`src/rtl/mac_pkg.sv`:
```
// mac_pkg: shared encodings for the MAC job sequencer slice.
// Precision modes, FSM states, status bit positions, engine result widths.
package mac_pkg;

    localparam logic [3:0] MODE_2B = 4'd0;
    localparam logic [3:0] MODE_4B = 4'd1;
    localparam logic [3:0] MODE_8B = 4'd2;

    localparam int SUM_W  = 48;
    localparam int PROD_W = 32;

    localparam int ST_ILLEGAL_BIT = 0;
    localparam int ST_TIMEOUT_BIT = 1;

    typedef enum logic [1:0] {
        S_IDLE,
        S_STREAM,
        S_DRAIN,
        S_OUT
    } state_t;

    function automatic logic mode_legal(input logic [3:0] m);
        return (m == MODE_2B) || (m == MODE_4B) || (m == MODE_8B);
    endfunction

endpackage

```
`src/rtl/mac_job_sequencer_if.sv`:
```
// mac_job_sequencer_if: job descriptor and result handshakes.
// master = job producer / result consumer, slave = the sequencer.
interface mac_job_sequencer_if #(
    parameter int ADDR_W = 8
) ();
    import mac_pkg::*;

    logic              job_valid;
    logic              job_ready;
    logic [3:0]        job_mode;
    logic [7:0]        job_len;
    logic [ADDR_W-1:0] job_abase;
    logic [ADDR_W-1:0] job_wbase;

    logic              res_valid;
    logic              res_ready;
    logic [SUM_W-1:0]  res_sum;
    logic [PROD_W-1:0] res_product;
    logic [1:0]        res_status;

    modport master (
        output job_valid, job_mode, job_len, job_abase, job_wbase,
        input  job_ready,
        input  res_valid, res_sum, res_product, res_status,
        output res_ready
    );

    modport slave (
        input  job_valid, job_mode, job_len, job_abase, job_wbase,
        output job_ready,
        output res_valid, res_sum, res_product, res_status,
        input  res_ready
    );

endinterface

```
`src/rtl/mac_operand_fetch.sv`:
```
// mac_operand_fetch: streams len operand-pair reads from base addresses.
// Ports: start/abase/wbase/len in, read strobes/addresses out, gated operands and last-read flag out.
module mac_operand_fetch #(
    parameter int ADDR_W = 8
) (
    input  logic              clk,
    input  logic              nrst,
    input  logic              start,
    input  logic [ADDR_W-1:0] abase,
    input  logic [ADDR_W-1:0] wbase,
    input  logic [7:0]        len,
    output logic              act_rd,
    output logic              wgt_rd,
    output logic [ADDR_W-1:0] act_addr,
    output logic [ADDR_W-1:0] wgt_addr,
    input  logic [7:0]        act_rdata,
    input  logic [7:0]        wgt_rdata,
    output logic [7:0]        activations,
    output logic [7:0]        weights,
    output logic              last
);

    logic              active;
    logic              dv;
    logic [7:0]        k;
    logic [7:0]        len_q;
    logic [ADDR_W-1:0] abase_q;
    logic [ADDR_W-1:0] wbase_q;

    always_ff @(posedge clk) begin
        if (!nrst) begin
            active  <= 1'b0;
            dv      <= 1'b0;
            k       <= '0;
            len_q   <= '0;
            abase_q <= '0;
            wbase_q <= '0;
        end else begin
            // memory data is valid exactly one cycle after its strobe
            dv <= active;
            if (start) begin
                active  <= 1'b1;
                k       <= '0;
                len_q   <= len;
                abase_q <= abase;
                wbase_q <= wbase;
            end else if (active) begin
                k <= k + 8'd1;
                if (last) active <= 1'b0;
            end
        end
    end

    assign last     = active && (k == len_q - 8'd1);
    assign act_rd   = active;
    assign wgt_rd   = active;
    // address arithmetic wraps naturally at ADDR_W bits
    assign act_addr = active ? abase_q + ADDR_W'(k) : '0;
    assign wgt_addr = active ? wbase_q + ADDR_W'(k) : '0;

    assign activations = dv ? act_rdata : '0;
    assign weights     = dv ? wgt_rdata : '0;

endmodule

```
`src/rtl/mac_job_sequencer.sv`:
```
// mac_job_sequencer: job FSM in front of the MAC engine with drain watchdog.
// Ports: host (job/result handshakes), operand memory reads, engine control/result, busy.
module mac_job_sequencer
    import mac_pkg::*;
#(
    parameter int ADDR_W  = 8,
    parameter int TIMEOUT = 1023
) (
    input  logic              clk,
    input  logic              nrst,
    mac_job_sequencer_if.slave host,
    output logic              act_rd,
    output logic              wgt_rd,
    output logic [ADDR_W-1:0] act_addr,
    output logic [ADDR_W-1:0] wgt_addr,
    input  logic [7:0]        act_rdata,
    input  logic [7:0]        wgt_rdata,
    output logic              eng_en,
    output logic [3:0]        eng_mode,
    output logic [7:0]        eng_batch_size,
    output logic [7:0]        eng_activations,
    output logic [7:0]        eng_weights,
    input  logic              eng_valid,
    output logic              eng_ready,
    input  logic [SUM_W-1:0]  eng_sum,
    input  logic [PROD_W-1:0] eng_product,
    output logic              busy
);

    localparam int WD_W = $clog2(TIMEOUT + 1);

    state_t            state, state_nx;
    logic              rdy_q;
    logic [WD_W-1:0]   wd;
    logic [3:0]        mode_q;
    logic [7:0]        bs_q;
    logic [SUM_W-1:0]  sum_q;
    logic [PROD_W-1:0] prod_q;
    logic [1:0]        status_q;

    logic accept, start, last, wd_hit, capture, abort;

    mac_operand_fetch #(.ADDR_W(ADDR_W)) u_fetch (
        .clk         (clk),
        .nrst        (nrst),
        .start       (start),
        .abase       (host.job_abase),
        .wbase       (host.job_wbase),
        .len         (host.job_len),
        .act_rd      (act_rd),
        .wgt_rd      (wgt_rd),
        .act_addr    (act_addr),
        .wgt_addr    (wgt_addr),
        .act_rdata   (act_rdata),
        .wgt_rdata   (wgt_rdata),
        .activations (eng_activations),
        .weights     (eng_weights),
        .last        (last)
    );

    // last DRAIN cycle before abort; an eng_valid here loses to the timeout
    assign wd_hit    = (wd == WD_W'(TIMEOUT - 1));
    assign eng_ready = (state == S_DRAIN) && eng_valid && !wd_hit;

    always_comb begin
        state_nx = state;
        accept   = 1'b0;
        start    = 1'b0;
        capture  = 1'b0;
        abort    = 1'b0;
        unique case (state)
            S_IDLE: begin
                if (host.job_valid && rdy_q) begin
                    accept = 1'b1;
                    if (!mode_legal(host.job_mode) || host.job_len == 8'd0) begin
                        state_nx = S_OUT;
                    end else begin
                        start    = 1'b1;
                        state_nx = S_STREAM;
                    end
                end
            end
            S_STREAM: begin
                if (last) state_nx = S_DRAIN;
            end
            S_DRAIN: begin
                if (wd_hit) begin
                    abort    = 1'b1;
                    state_nx = S_OUT;
                end else if (eng_valid) begin
                    capture  = 1'b1;
                    state_nx = S_OUT;
                end
            end
            S_OUT: begin
                if (host.res_ready) state_nx = S_IDLE;
            end
            default: state_nx = S_IDLE;
        endcase
    end

    always_ff @(posedge clk) begin
        if (!nrst) state <= S_IDLE;
        else       state <= state_nx;
    end

    always_ff @(posedge clk) begin
        if (!nrst) begin
            rdy_q    <= 1'b0;
            wd       <= '0;
            mode_q   <= '0;
            bs_q     <= '0;
            sum_q    <= '0;
            prod_q   <= '0;
            status_q <= '0;
        end else begin
            // holds job_ready low through the reset cycle itself
            rdy_q <= 1'b1;
            if (state == S_DRAIN) wd <= wd + WD_W'(1);
            else                  wd <= '0;
            if (accept) begin
                mode_q   <= host.job_mode;
                bs_q     <= host.job_len;
                sum_q    <= '0;
                prod_q   <= '0;
                status_q <= '0;
                status_q[ST_ILLEGAL_BIT] <= !mode_legal(host.job_mode);
            end
            if (capture) begin
                sum_q    <= eng_sum;
                prod_q   <= eng_product;
                status_q <= '0;
            end
            if (abort) begin
                sum_q    <= '0;
                prod_q   <= '0;
                status_q <= '0;
                status_q[ST_TIMEOUT_BIT] <= 1'b1;
            end
        end
    end

    assign host.job_ready   = (state == S_IDLE) && rdy_q;
    assign host.res_valid   = (state == S_OUT);
    assign host.res_sum     = sum_q;
    assign host.res_product = prod_q;
    assign host.res_status  = status_q;

    assign eng_en         = (state == S_STREAM) || (state == S_DRAIN);
    assign eng_mode       = mode_q;
    assign eng_batch_size = bs_q;
    assign busy           = (state != S_IDLE);

endmodule

```
`src/flat_wrapper.sv`:
```
// flat-port wrapper written by rule: the top's interface ports become plain ports
module mac_job_sequencer_flat import mac_pkg::*;
#(
    parameter int ADDR_W  = 8,
    parameter int TIMEOUT = 1023
)
  (clk, nrst, act_rd, wgt_rd, act_addr, wgt_addr, act_rdata, wgt_rdata, eng_en, eng_mode, eng_batch_size, eng_activations, eng_weights, eng_valid, eng_ready, eng_sum, eng_product, busy, host_job_valid, host_job_mode, host_job_len, host_job_abase, host_job_wbase, host_job_ready, host_res_valid, host_res_sum, host_res_product, host_res_status, host_res_ready);
  mac_job_sequencer_if #(.ADDR_W(ADDR_W)) host_i ();
  input  logic clk;
  input  logic nrst;
  output logic act_rd;
  output logic wgt_rd;
  output logic [ADDR_W-1:0] act_addr;
  output logic [ADDR_W-1:0] wgt_addr;
  input  logic [7:0] act_rdata;
  input  logic [7:0] wgt_rdata;
  output logic eng_en;
  output logic [3:0] eng_mode;
  output logic [7:0] eng_batch_size;
  output logic [7:0] eng_activations;
  output logic [7:0] eng_weights;
  input  logic eng_valid;
  output logic eng_ready;
  input  logic [SUM_W-1:0] eng_sum;
  input  logic [PROD_W-1:0] eng_product;
  output logic busy;
  input wire logic [$bits(host_i.job_valid)-1:0] host_job_valid;
  input wire logic [$bits(host_i.job_mode)-1:0] host_job_mode;
  input wire logic [$bits(host_i.job_len)-1:0] host_job_len;
  input wire logic [$bits(host_i.job_abase)-1:0] host_job_abase;
  input wire logic [$bits(host_i.job_wbase)-1:0] host_job_wbase;
  output wire logic [$bits(host_i.job_ready)-1:0] host_job_ready;
  output wire logic [$bits(host_i.res_valid)-1:0] host_res_valid;
  output wire logic [$bits(host_i.res_sum)-1:0] host_res_sum;
  output wire logic [$bits(host_i.res_product)-1:0] host_res_product;
  output wire logic [$bits(host_i.res_status)-1:0] host_res_status;
  input wire logic [$bits(host_i.res_ready)-1:0] host_res_ready;
  assign host_i.job_valid = host_job_valid;
  assign host_i.job_mode = host_job_mode;
  assign host_i.job_len = host_job_len;
  assign host_i.job_abase = host_job_abase;
  assign host_i.job_wbase = host_job_wbase;
  assign host_job_ready = host_i.job_ready;
  assign host_res_valid = host_i.res_valid;
  assign host_res_sum = host_i.res_sum;
  assign host_res_product = host_i.res_product;
  assign host_res_status = host_i.res_status;
  assign host_i.res_ready = host_res_ready;
  mac_job_sequencer #(.ADDR_W(ADDR_W), .TIMEOUT(TIMEOUT)) u_core (.clk(clk), .nrst(nrst), .host(host_i), .act_rd(act_rd), .wgt_rd(wgt_rd), .act_addr(act_addr), .wgt_addr(wgt_addr), .act_rdata(act_rdata), .wgt_rdata(wgt_rdata), .eng_en(eng_en), .eng_mode(eng_mode), .eng_batch_size(eng_batch_size), .eng_activations(eng_activations), .eng_weights(eng_weights), .eng_valid(eng_valid), .eng_ready(eng_ready), .eng_sum(eng_sum), .eng_product(eng_product), .busy(busy));
endmodule
```
`config.mk`:
```
export PLATFORM = sky130hd
export DESIGN_NAME = mac_job_sequencer_flat
export DESIGN_NICKNAME = d
export VERILOG_FILES = /design/src/rtl/mac_pkg.sv /design/src/rtl/mac_job_sequencer_if.sv /design/src/rtl/mac_operand_fetch.sv /design/src/rtl/mac_job_sequencer.sv /design/src/flat_wrapper.sv
export SDC_FILE = /design/constraint.sdc
export NUM_CORES = 1
export LEC_CHECK = 0
export BUFFER_PORTS_ARGS = -buffer_cell sky130_fd_sc_hd__buf_2
export CORE_MARGIN = 3
export CORE_UTILIZATION = 50
export CTS_BUF_LIST = sky130_fd_sc_hd__clkbuf_4 sky130_fd_sc_hd__clkbuf_8
export CTS_CLUSTER_DIAMETER = 60
export DETAILED_ROUTE_END_ITERATION = 8
export GPL_TIMING_DRIVEN = 0
export PLACE_DENSITY = 0.83
export SYNTH_ARGS = -nofsm -noshare
export SYNTH_HDL_FRONTEND = slang
export SYNTH_SLANG_ARGS = --single-unit
```
`constraint.sdc`:
```
create_clock -name clk -period 3.5 [get_ports clk]
set_input_delay 1.05 -clock clk [delete_from_list [all_inputs] [get_ports clk]]
set_output_delay 1.05 -clock clk [all_outputs]
set_load 0.02 [all_outputs]
```
==> impl_metrics.env, run 1 <==
export IMPL_path_max_fanout=8
export IMPL_cts_root_buf="clkbuf_8"
export IMPL_die_h_um=117
export IMPL_drtIter0Drc=280
export IMPL_p_leak_nw=3.71
export IMPL_synth_nets=923
export IMPL_grt_pass1_vias=5951
export IMPL_ys_warn_count=0
export IMPL_worstPathCellList="buf_4 > fa_2 > a21o_1 > a21oi_2 > o21bai_1 > a21oi_1 > xnor2_1 > and2_1 > buf_4"
export IMPL_fill_cells=991
export IMPL_antenna_left=0
export IMPL_crit_top_cell="buf_4"
export IMPL_fin_crit_ns=3.45
export IMPL_crit_path_end_kind="primary output"
export IMPL_avgRoutedWirePerCell_um=15.0
export IMPL_syn_avg_cell_area_um2=8.03
export IMPL_clkSlewWorstSetupHoldPaths_ns=0.08
export IMPL_post_route_drc_count=0
export IMPL_r2r_end="u_core.state[0]"
export IMPL_synthMuxAreaShare=0.00324
export IMPL_critical_path_class="reg -> out"
export IMPL_r2r_start="u_core.u_fetch.len_q[0]"
export IMPL_yosysTopAreaCellShare=0.456
export IMPL_antenna_found_initial=0
export IMPL_syn_inst=770
export IMPL_crit_start="u_core.u_fetch.k[1]"
export IMPL_worst_ep_arrival_time_ns=2.40
export IMPL_h_tree_depth=4
export IMPL_hold_class="reg -> reg"
export IMPL_ys_flop_type="dfxtp_1"
export IMPL_highest_layer="met4"
export IMPL_dr_wl_met2_mm=9.06
export IMPL_synthesis_area_mm2=0.00618
export IMPL_outcome="complete, no violations"
export IMPL_firstDrtPassIters=4
export IMPL_cp_num_cells=9
export IMPL_wl_met3_mm=1.52
export IMPL_grtUsageTotal=0.258
export IMPL_initial_utilization=0.526
export IMPL_reg2reg_depth=8
export IMPL_period_share=0.987
export IMPL_yosys_area_share_adder=0.0510
export IMPL_ir_drop_v=0.000312
export IMPL_seq_area_frac_synth=0.456
export IMPL_cp_data_required_time_ns=2.45
export IMPL_synth_top_family_by_area="simple AND/OR/NAND/NOR gates"
export IMPL_crit_buf_inv=2
export IMPL_finalSetupViolations=0
export IMPL_synth_seq_cells=141
export IMPL_cp_top_family="compound AO/OA/AOI/OAI gates"
export IMPL_synth_largest_area_cell="dfxtp_1"
export IMPL_cts_buffer_depth=2
export IMPL_finClkSkew_ns=0.0139
export IMPL_nets=1209
export IMPL_gr_total_overflow=0
export IMPL_final_area_mm2=0.00826
export IMPL_dpl_cell_area_mm2=0.00770
export IMPL_design_die_area_mm2=0.0137
export IMPL_grt_pass1_wl_mm=27.9
export IMPL_power_density_mw_per_mm2=504
export IMPL_hold_viol=0
export IMPL_async_reset_ff_frac=0
export IMPL_finalWirelength_mm=18.5
export IMPL_endpoint="wgt_addr[6]"
export IMPL_synth_edf_count=0
export IMPL_ff2ff_setup_slack_ns=0.75
export IMPL_core_mm2=0.0118
export IMPL_areaGrowthSynthToFinish_pct=33.6
export IMPL_cp_slowest_stage_delay_ns=0.39
export IMPL_worstSkewPairLatency_ns=0.44
export IMPL_drive_gt1_frac=0.306
export IMPL_num_io_pins=262
export IMPL_cts_sinks=141
export IMPL_synth_xor_xnor_area_share=0.0481
export IMPL_synth_compound_area_frac=0.145
export IMPL_postLayoutCoreUtil=0.702
export IMPL_max_freq_ghz=0.289
export IMPL_stdcell_count=1233
export IMPL_viasPerCell=5.19
export IMPL_layout_commonest_cell="buf_2"
export IMPL_worstMarginPinSlew_ns=0.521
export IMPL_crit_path_start_kind="register"
export IMPL_gp_congestion=0.854
export IMPL_numCtsBuffers=17
export IMPL_slew_headroom=0.653
export IMPL_grt_start_max_net_pins=20
export IMPL_dpl_hpwl_mm=14.2
export IMPL_cap_viol_max_count=0
export IMPL_die_x_um=117
export IMPL_numPlacedInstances=1195
export IMPL_final_cell_mix="257 x buf_2, 168 x nand2_1, 137 x dfxtp_1"
export IMPL_synth_area_leaders="dfxtp_1 46%, a21oi_1 11%, nand2_1 10%"
export IMPL_wl_met1_mm=7.36
export IMPL_vias=6395
export IMPL_rows=39
export IMPL_slowest_stage="dfxtp_4"
export IMPL_cts_tree="done"
export IMPL_synthSimpleGateAreaFrac=0.255
export IMPL_hp_start="u_core.eng_batch_size[6]"
export IMPL_numPortBuffers=261
export IMPL_synth_distinct_cells=45
export IMPL_rsz0062_at_grt="true"
export IMPL_drv_slew=0
export IMPL_holdBufCountCts=0
==> registers in the layout, summed over array words and instances (netlist names), 4 cells and up <==
register                 flops
u_core.eng_batch_size        8
u_core.eng_mode              4
u_core.host.res_product     32
u_core.host.res_sum         48
u_core.u_fetch.abase_q       8
u_core.u_fetch.k             8
u_core.u_fetch.len_q         8
u_core.u_fetch.wbase_q       8
u_core.wd                   10
==> worst min-delay path by stage <==
| stage | end | cells after the start |
|---|---|---|
| CTS | u_core.eng_batch_size[6] | 2 |
| finish | u_core.eng_batch_size[6] | 2 |
| detailed placement | u_core.eng_batch_size[6] | 2 |
| floorplan | u_core.u_fetch.abase_q[0] | 2 |
| global route | u_core.eng_batch_size[5] | 2 |
| global placement | u_core.eng_batch_size[6] | 2 |
==> stage by stage <==
step                setup slack (ns)  hold WS, ns  total power, mW  TNS (ns)
CTS                          0.00575        0.455             4.19         0
global placement              -0.232        0.439             2.83    -0.232
global route                 -0.0720        0.476             4.38    -0.170
detailed placement            -0.276        0.444             2.84    -0.276
floorplan                      0.147        0.440             2.47         0
finish                        0.0453        0.452             4.17         0
==> worst reg2reg max path: stages (launching register included) <==
cell and delay, ns:
dfxtp_1 0.37, inv_1 0.08, ha_1 0.24, or3b_1 0.39, or4_1 0.44, a2111oi_2 0.47
nand4b_1 0.18, a2111oi_2 0.38, a211oi_1 0.09
==> cell families after synthesis <==
group                      after synthesis
and+or+nand+nor                        343
AOI/OAI and AO/OA                      161
DFF                                    141
buffers and inverters                   65
xor gates and xnor gates                34
adders and majority gates               24
muxes                                    2
==> layer usage <==
metal | up-vias | global-route usage
met5 | - | 0
met4 | 0 | 0.101
met3 | 41 | 0.0823
met2 | 228 | 0.439
met1 | 2951 | 0.303
li1 | 3175 | -
==> synth_stat cells (7+ instances only) <==
master    count
nand2_1     168
and2_1       33
xnor2_1      18
nor2_1       22
inv_1        11
xor2_1       16
clkbuf_1     47
nand3_1      89
dfxtp_1     141
ha_1         22
a21oi_1     130
o21ai_0       7
==> power breakdown <==
part / internal [mW] / switching [mW]
logic: 0.333 / 0.678
registers: 1.72 / 0.0684
clock network: 0.755 / 0.606
total: 2.81 / 1.35
==> final cells by class <==
class                      instances  area [µm²]  share of cell area
antenna                            1        2.50            0.000303
multi-input combinational        564        3170               0.384
inverter                          12        45.0             0.00545
clock inverter                    10         139              0.0168
timing repair buffer             269        1380               0.167
sequential                       141        2830               0.343
tap                              164         205              0.0248
buffer                            51         208              0.0251
clock buffer                      21         277              0.0335
==> repair_timing <==
item	in CTS	in global routing
gates resized for setup	18	13
cloned	0	0
buffers inserted	1	7
hold endpoints to repair	0	0
setup endpoints to repair	7	4
pin swaps	5	15
Power figures use the tool's default switching activity.
==> inputs of run 2 (changes only) <==
CORE_ASPECT_RATIO = 0.9   (was unset)
==> impl_metrics.env, run 2 (synthesized netlist as in run 1, its figures left out) <==
export IMPL_outcome="complete, no violations"
export IMPL_p_leak_nw=3.71
export IMPL_holdBufCountCts=0
export IMPL_slowest_stage="dfxtp_4"
export IMPL_period_share=0.985
export IMPL_drtIter0Drc=307
export IMPL_viasPerCell=5.27
export IMPL_seq_area_mm2=0.00283
export IMPL_die_x_um=123
export IMPL_crit_path_start_kind="register"
export IMPL_crit_top_cell="a21oi_2"
export IMPL_antenna_found_initial=1
export IMPL_avgRoutedWirePerCell_um=15.2
export IMPL_initial_utilization=0.526
export IMPL_dpl_hpwl_mm=14.0
export IMPL_cp_data_required_time_ns=2.45
export IMPL_antenna_left=0
export IMPL_worstMarginPinSlew_ns=0.546
export IMPL_finalWirelength_mm=18.6
export IMPL_cts_sinks=141
export IMPL_drive_gt1_frac=0.307
export IMPL_drv_slew=0
export IMPL_worstSkewPairLatency_ns=0.43
export IMPL_finalSetupViolations=0
export IMPL_h_tree_depth=4
export IMPL_numPortBuffers=261
export IMPL_grt_pass1_wl_mm=29.0
export IMPL_grtUsageTotal=0.263
export IMPL_cap_viol_max_count=0
export IMPL_largest_reg_flops=48
export IMPL_fin_crit_ns=3.45
export IMPL_clkSlewWorstSetupHoldPaths_ns=0.07
export IMPL_pre_cts_slack_ns=-0.197
export IMPL_postLayoutCoreUtil=0.706
export IMPL_final_cell_mix="257 x buf_2, 168 x nand2_1, 137 x dfxtp_1"
export IMPL_grt_pass1_vias=6141
export IMPL_gp_congestion=0.896
export IMPL_grt_start_max_net_pins=20
export IMPL_hold_class="reg -> reg"
export IMPL_fill_cells=997
export IMPL_post_route_drc_count=0
export IMPL_crit_path_end_kind="primary output"
export IMPL_worst_ep_arrival_time_ns=2.40
export IMPL_design_die_area_mm2=0.0137
export IMPL_max_freq_ghz=0.290
export IMPL_cp_slowest_stage_delay_ns=0.40
export IMPL_p_total_mw=4.30
export IMPL_critical_path_class="reg -> out"
export IMPL_finClkSkew_ns=0.0117
export IMPL_tns_ns=0
export IMPL_layout_commonest_cell="buf_2"
export IMPL_ir_drop_v=0.000488
export IMPL_worstPathCellList="buf_4 > fa_2 > a21o_1 > a21oi_2 > o21bai_1 > a21oi_2 > xnor2_1 > and2_1 > buf_6"
export IMPL_cts_root_buf="clkbuf_8"
export IMPL_cts_buffer_depth=2
export IMPL_firstDrtPassIters=4
export IMPL_nets=1206
export IMPL_rsz0062_at_grt="true"
export IMPL_power_density_mw_per_mm2=518
export IMPL_gr_total_overflow=0
export IMPL_multiInputGateArea_mm2=0.00320
export IMPL_path_max_fanout=8
export IMPL_die_h_um=112
export IMPL_slew_headroom=0.636
export IMPL_numCtsBuffers=17
export IMPL_hold_viol=0
export IMPL_vias=6449
export IMPL_core_mm2=0.0118
export IMPL_setup_slack_ns=0.0541
export IMPL_rows=37
export IMPL_areaGrowthSynthToFinish_pct=34.1
export IMPL_num_io_pins=262
export IMPL_cts_tree="done"
run 2: repair_timing:
action / 4_1_cts / 5_1_grt
endpoints found under the setup margin: 7 / 5
pin swaps: 4 / 13
gates resized for setup: 21 / 13
hold endpoints to repair: 0 / 0
setup buffers: 0 / 5
run 2: layout make-up:
type | instances | share of cell area
Antenna cell | 1 | 0.000302
Timing Repair Buffer | 266 | 0.164
Buffer | 51 | 0.0250
Inverter | 12 | 0.00543
Multi-Input combinational cell | 564 | 0.386
Sequential cell | 141 | 0.341
Clock buffer | 23 | 0.0359
Clock inverter | 9 | 0.0190
Tap cell | 156 | 0.0235
run 2: path summary, 6_finish.rpt:
kind                            cells after the start                  to  slack, ns               startpoint
worst max-delay path                                9         act_addr[6]       0.05      u_core.u_fetch.k[1]
worst min-delay path                                2  u_core.eng_mode[1]       0.46       u_core.eng_mode[1]
worst max register to register                      8     u_core.state[0]       0.73  u_core.u_fetch.len_q[0]
worst min register to register                      2  u_core.eng_mode[1]       0.46       u_core.eng_mode[1]
run 2: worst max-delay path, delay by kind of cell, from the launching register on:
family	cells	cell delay, ns
AND/OR/NAND/NOR	1	0.15
XOR/XNOR	1	0.13
adder cells (fa/ha/maj)	1	0.39
buffers and inverters	2	0.27
AO/OA/AOI/OAI	4	0.64
flip-flops	1	0.40
run 2: routing by layer:
| metal | up-vias | track usage | wire [µm] |
|---|---|---|---|
| li1 | 3177 | - | - |
| met1 | 2955 | 0.321 | 7500 |
| met2 | 271 | 0.428 | 8950 |
| met4 | 0 | 0.116 | 605 |
| met3 | 46 | 0.0787 | 1600 |
| met5 | - | 0 | 0 |
run 2: where the power goes:
group	internal, mW	switching [mW]
logic	0.334	0.685
clock network	0.862	0.622
registers	1.72	0.0716
total	2.92	1.38
run 2: stage by stage:
| stage | cells | area, µm² | hold WS, ns |
|---|---|---|---|
| floorplan | 770 | 6180 | 0.440 |
| CTS | 1218 | 8190 | 0.458 |
| global placement | 1187 | 7690 | 0.439 |
| global route | 1223 | 8300 | 0.484 |
| detailed placement | 1187 | 7690 | 0.446 |
| finish | 1223 | 8300 | 0.460 |
